<file path="config.mk">
export PLATFORM = sky130hd
export DESIGN_NAME = bram_stream_reader
export DESIGN_NICKNAME = d
export VERILOG_FILES = /design/src/rtl/bram_pkg.sv /design/src/rtl/skid_fifo2.sv /design/src/rtl/bram_stream_reader.sv
export SDC_FILE = /design/constraint.sdc
export NUM_CORES = 1
export LEC_CHECK = 0
export CORE_ASPECT_RATIO = 1.75
export CORE_MARGIN = 4
export CORE_UTILIZATION = 25
export CTS_CLUSTER_SIZE = 12
export DETAILED_ROUTE_END_ITERATION = 6
export PLACE_DENSITY_LB_ADDON = 0.08
export SLEW_MARGIN = 25
export SYNTH_ARGS = -nofsm -noshare
export SYNTH_HDL_FRONTEND = slang
export SYNTH_SLANG_ARGS = --single-unit
</file>
<file path="constraint.sdc">
create_clock -name clk -period 2.7 [get_ports clk]
set_clock_uncertainty 0.1 [all_clocks]
set_input_delay 0.54 -clock clk [delete_from_list [all_inputs] [get_ports clk]]
set_output_delay 0.54 -clock clk [all_outputs]
set_load 0.01 [all_outputs]
</file>
<file path="src/rtl/bram_pkg.sv">
// Shared BRAM definitions: default geometry and the stream reader FSM encoding.
package bram_pkg;

  localparam int RAM_WIDTH_DEF     = 16;
  localparam int RAM_ADDR_BITS_DEF = 9;

  typedef enum logic [1:0] {
    ST_IDLE  = 2'd0,
    ST_READ  = 2'd1,
    ST_DRAIN = 2'd2
  } rd_state_t;

endpackage

</file>
<file path="src/rtl/skid_fifo2.sv">
// Two-entry FIFO that absorbs BRAM read data while the downstream stalls.
module skid_fifo2 #(
  parameter int DATA_W = 16
) (
  input  logic              clk,
  input  logic              rst,
  input  logic              push,
  input  logic [DATA_W-1:0] din,
  input  logic              pop,
  output logic [DATA_W-1:0] dout,
  output logic [1:0]        count
);

  logic [DATA_W-1:0] mem_p0 [2];
  logic              wr_ptr_q;
  logic              rd_ptr_q;
  logic [1:0]        count_q;

  always_ff @(posedge clk or posedge rst) begin
    if (rst) begin
      wr_ptr_q <= 1'b0;
      rd_ptr_q <= 1'b0;
      count_q  <= 2'd0;
    end else begin
      if (push) wr_ptr_q <= ~wr_ptr_q;
      if (pop)  rd_ptr_q <= ~rd_ptr_q;
      case ({push, pop})
        2'b10:   count_q <= count_q + 2'd1;
        2'b01:   count_q <= count_q - 2'd1;
        default: count_q <= count_q;
      endcase
    end
  end

  // Storage stage: payload is not reset, emptiness is tracked by count_q
  always_ff @(posedge clk) begin
    if (push) mem_p0[wr_ptr_q] <= din;
  end

  assign dout  = (count_q != 2'd0) ? mem_p0[rd_ptr_q] : '0;
  assign count = count_q;

endmodule

</file>
<file path="src/rtl/bram_stream_reader.sv">
// Streams len consecutive BRAM words starting at base_addr onto a valid/ready port.
module bram_stream_reader
  import bram_pkg::*;
#(
  parameter int RAM_WIDTH     = RAM_WIDTH_DEF,
  parameter int RAM_ADDR_BITS = RAM_ADDR_BITS_DEF
) (
  input  logic                     clk,
  input  logic                     rst,
  input  logic                     start,
  input  logic [RAM_ADDR_BITS-1:0] base_addr,
  input  logic [RAM_ADDR_BITS:0]   len,
  output logic                     busy,
  output logic                     done,
  output logic [RAM_ADDR_BITS-1:0] bram_addr,
  output logic                     bram_en,
  output logic                     bram_we,
  input  logic [RAM_WIDTH-1:0]     bram_dout,
  output logic [RAM_WIDTH-1:0]     out_data,
  output logic                     out_valid,
  input  logic                     out_ready
);

  localparam int LEN_W = RAM_ADDR_BITS + 1;

  rd_state_t                state_q;
  logic [LEN_W-1:0]         rd_left_q;
  logic [LEN_W-1:0]         xfer_left_q;
  logic [RAM_ADDR_BITS-1:0] addr_q;
  logic                     rd_vld_p1;
  logic                     zero_done_q;

  logic [1:0] fifo_count;
  logic [1:0] occ_sum;
  logic       xfer;
  logic       space;
  logic       rd_issue;
  logic       last_xfer;

  assign xfer      = out_valid & out_ready;
  assign occ_sum   = fifo_count + {1'b0, rd_vld_p1};
  // A pop in this cycle frees the slot that a full FIFO plus in-flight read would need
  assign space     = (occ_sum < 2'd2) || ((occ_sum == 2'd2) && xfer);
  assign rd_issue  = (state_q == ST_READ) && (rd_left_q != '0) && space;
  assign last_xfer = (state_q == ST_DRAIN) && xfer && (xfer_left_q == LEN_W'(1));

  assign bram_en   = rd_issue;
  assign bram_addr = addr_q;
  assign bram_we   = 1'b0;
  assign busy      = (state_q != ST_IDLE) || zero_done_q;
  assign done      = zero_done_q | last_xfer;

  // Issue stage: address generation and command FSM
  always_ff @(posedge clk or posedge rst) begin
    if (rst) begin
      state_q     <= ST_IDLE;
      rd_left_q   <= '0;
      xfer_left_q <= '0;
      addr_q      <= '0;
      rd_vld_p1   <= 1'b0;
      zero_done_q <= 1'b0;
    end else begin
      rd_vld_p1   <= rd_issue;
      zero_done_q <= 1'b0;
      if (xfer) xfer_left_q <= xfer_left_q - LEN_W'(1);
      case (state_q)
        ST_IDLE: begin
          if (start && !zero_done_q) begin
            if (len != '0) begin
              state_q     <= ST_READ;
              rd_left_q   <= len;
              xfer_left_q <= len;
              addr_q      <= base_addr;
            end else begin
              zero_done_q <= 1'b1;
            end
          end
        end
        ST_READ: begin
          if (rd_issue) begin
            addr_q    <= addr_q + RAM_ADDR_BITS'(1);
            rd_left_q <= rd_left_q - LEN_W'(1);
            if (rd_left_q == LEN_W'(1)) state_q <= ST_DRAIN;
          end
        end
        ST_DRAIN: begin
          if (last_xfer) state_q <= ST_IDLE;
        end
        default: state_q <= ST_IDLE;
      endcase
    end
  end

  // Capture stage: registered BRAM data lands in the FIFO one cycle after bram_en
  skid_fifo2 #(
    .DATA_W(RAM_WIDTH)
  ) u_fifo (
    .clk  (clk),
    .rst  (rst),
    .push (rd_vld_p1),
    .din  (bram_dout),
    .pop  (xfer),
    .dout (out_data),
    .count(fifo_count)
  );

  assign out_valid = (fifo_count != 2'd0);

endmodule
</file>
==> impl_results.md, run 1 <==
- Synth area leader: edfxtp_1
- Routability Congestion: roughly 0.76
- HP Start: u_fifo.wr_ptr_q
- Top cells by area, synth: edfxtp_1, dfrtp_1, mux2i_1
- Leakage power: between 1.5 and 2 nW
- Switching power: 2.33 mW
- Fill count: 1358
- Critical Path Start Type: flop
- Sw frac: 0.367
- Final Max Slew Viols: 0
- Die area: ~16000 um2
- Layout Nets: 456
- Flop2flop setup slack: 0.45 ns
- Final Non-Filler Cells: 588
- First-pass GRT wire length: 15300 um
- CP most frequent cell: buf_4
- GRT overflow: 0
- Final hold vios: 0
- Root buffer cell: clkbuf_16
- CTS sink cnt: 69
- WP data arrival: 1.88 ns
- Sequential share of power: 0.300
- Reg-to-Reg Start: rd_vld_p1
- Hold depth: 1
- Tightest Pin Transition: approximately 0.80 ns
- Ys async rst share: 0.536
- Post-synthesis sequential area ratio: 0.541
- Syn_area_per_cell: approximately 11 um2
- Input/output buffers: 67
- Later-pin clock latency in the skew report: roughly 0.34 ns
- Post-CTS setup buffers: 0
- RSZ-0062 raised after global routing: no
- Number of placement rows: 56
- Via count: roughly 2800
- Most numerous cell in the Yosys netlist: dfrtp_1
- Slowest library cell on the worst path: clkdlybuf4s50_1
- Die Span X: 97.2 um
- Cts bufs inserted: 9
- Via-to-Cell Ratio: 4.68
- N_diodes: 0
- Inst Count DP: between 500 and 600
- #FFs+latches synth: slightly below 70
- Pwr Density: 1300 nW/um2
- Initial Util: 0.258
- Drt first pass iters: 4
- Initial antenna violation count: 0
- GRT Total Usage: 0.124
- Period minus WS final: 2.52 ns
- Register Area: 1890 um2
- Post-Syn Nets: 368
- Cells after Synth: 321
- R2R depth: 8
- Peak VDD IR: 0.426 mV
- Relative slew slack: 0.464
- Layout cell share with drive strength beyond 1: 0.126
- Status: completed
- Max Cap Viol: 0
- Clock power frac: 0.231
- Class of the worst hold path: flop to flop
- Synth top cells by count: dfrtp_1, nor2_1, edfxtp_1
- Die Y-Extent: 164 um
- Critical path capture point type: output pin
- Detail Placement HPWL: slightly above 7000 um
- Final ANT Viol Nets: 0
- GR peak layer: met2
- Met2 usage: 0.240
- Worst EP required: approximately 2.1 ns
- Multi-input logic area: 1470 um2
- Fmax: 0.397 GHz
- Drt wl/cell: 16.2 um
- Critical path's largest stage delay: 0.48 ns
- Final Util: 0.361
- RR Endpoint: rd_left_q[2]
- Routed WL: 9530 um
- Final-report setup violation count: 0
- Cell internal pwr: between 4 and 5 mW
- Critical path fanouts, max: 17
- Mapped cell area: 3480 um2
- Combinational fraction of design power: 0.469
- Ports: 69
- Largest net degree at the start of global routing: 38
- Hold endpoint: u_fifo.wr_ptr_q
- Post-synth EDFFs: 32
- Detailed router's first-iteration violation count: 40
- CTS clk-pin slew, worst paths: 0.06 ns
- Met3 Use GR: 0.0297
- Clock Path Buffers: 2
- Kind of critical path: flop to output pin
- Post-route DRC: 0
- GR Util met1: 0.124
- Synth warnings: 0
- Crit-path cells: buf_4, nor2_2, buf_4, nor2_1, clkdlybuf4s50_1
- Most used DFF post-synth: dfrtp_1
- Synth top area share: 0.276
- P&R area growth vs syn: 39.9%
- Distinct cells, synth: 48
- CTS tree: done
- Core area: 13500 um2
- Final period utilization: 0.932
- Vias in the first global route: around 2900
- H-tree levels: 3
==> worst max-delay path: cells and delay by family (launching register included) <==
kind	cells	cell delay (ns)
flops	1	0.38
simple gates	2	0.26
buf+inv	3	0.90
==> power by group through the flow <==
stage | Combinational, mW | Sequential (mW) | Clock (mW)
after floorplan | 1.79 | 1.88 | 0
after global placement | 3.02 | 1.91 | 0
after detailed placement | 3.05 | 1.92 | 0
after CTS | 3.05 | 1.91 | 1.51
after global routing | 3.29 | 1.96 | 1.56
final | 2.98 | 1.90 | 1.46
==> registers in the layout (all words and copies together) (netlist names) <==
signal	count
u_fifo.rd_ptr_q	1
zero_done_q	1
u_fifo.wr_ptr_q	1
state_q	2
xfer_left_q	10
u_fifo.count	2
rd_vld_p1	1
rd_left_q	10
u_fifo.mem_p0	32
bram_addr	9
==> worst max path at each step <==
stage / startpoint / end / slack, ns / depth (start not counted)
2_1_floorplan: u_fifo.rd_ptr_q / out_data[1] / 0.80 / 4
3_3_place_gp: out_ready / done / -0.14 / 5
3_5_place_dp: out_ready / done / -0.12 / 5
4_1_cts: u_fifo.count[0] / out_data[0] / 0.14 / 5
5_1_grt: u_fifo.count[0] / out_data[15] / 0.07 / 5
6_report: u_fifo.count[0] / out_data[7] / 0.18 / 5
==> kinds of logic after synthesis <==
family,count (synthesis),share of synthesized area
xor gates and xnor gates,14,0.0352
and+or+nand+nor,112,0.163
other,1,0.00108
DFF,69,0.541
adders and majority gates,8,0.0287
AOI/OAI and AO/OA,72,0.140
buffers and inverters,26,0.0363
muxes,19,0.0546
==> area by class of cell <==
cell class / count / share of cell area
Clock buffer: 9 / 0.0462
Clock inverter: 7 / 0.0300
Inverter: 10 / 0.00770
Multi-Input combinational cell: 226 / 0.302
Sequential cell: 69 / 0.387
Tap cell: 174 / 0.0446
Timing Repair Buffer: 93 / 0.182
==> metrics by stage <==
stage	worst slack (ns)	power, mW	area (um2)	hold slack (ns)	TNS (ns)
2_1_floorplan	0.803	3.67	3480	0.354	0
3_3_place_gp	-0.142	4.94	4510	0.369	-0.157
3_5_place_dp	-0.124	4.98	4510	0.379	-0.159
4_1_cts	0.135	6.47	4880	0.392	0
5_1_grt	0.0674	6.81	4880	0.417	0
6_report	0.183	6.34	4880	0.385	0
==> routing by layer <==
metal / vias up / part of all wire
met5: - / 0
li1: 1351 / -
met1: 1324 / 0.38
met4: 0 / 0.021
met3: 14 / 0.044
met2: 64 / 0.56
==> layout by cell type (no fill, tap or decap), drive strengths merged, types with 2 or more instances in the layout <==
cell type,netlist,routed
nand4,3,3
and2,3,3
bufinv,0,4
a31oi,7,7
a21oi,7,7
o31a,2,2
mux2i,19,19
o31ai,5,5
nand3,12,12
xor2,9,9
buf,8,26
nor2b,5,5
edfxtp,32,32
nor4,5,5
ha,8,8
nand2,17,17
o22ai,4,4
xnor2,5,5
a211oi,3,3
inv,10,11
clkinv,0,2
nor2,37,37
a22oi,3,3
dlygate4sd2,0,2
o21ai,27,27
and3,6,6
nor3,15,15
a2bb2oi,10,10
dfrtp,37,37
nand2b,4,4
clkbuf,8,9
clkdlybuf4s50,0,65
==> timing repair <==
action | CTS | global route
resized for setup | 2 | 0
hold buffers | 0 | 0
setup endpoints to repair | 2 | 0
Power figures use the tool's default switching activity.
==> run 2: changes to the inputs <==
--- a/config.mk
+++ b/config.mk
@@ -11,6 +11,7 @@
 export CTS_CLUSTER_SIZE = 12
 export DETAILED_ROUTE_END_ITERATION = 6
 export PLACE_DENSITY_LB_ADDON = 0.08
+export SKIP_LAST_GASP = 1
 export SLEW_MARGIN = 25
 export SYNTH_ARGS = -nofsm -noshare
 export SYNTH_HDL_FRONTEND = slang
==> results of run 2 <==
No change in the layout: final DEF, timing and power equal those of run 1.
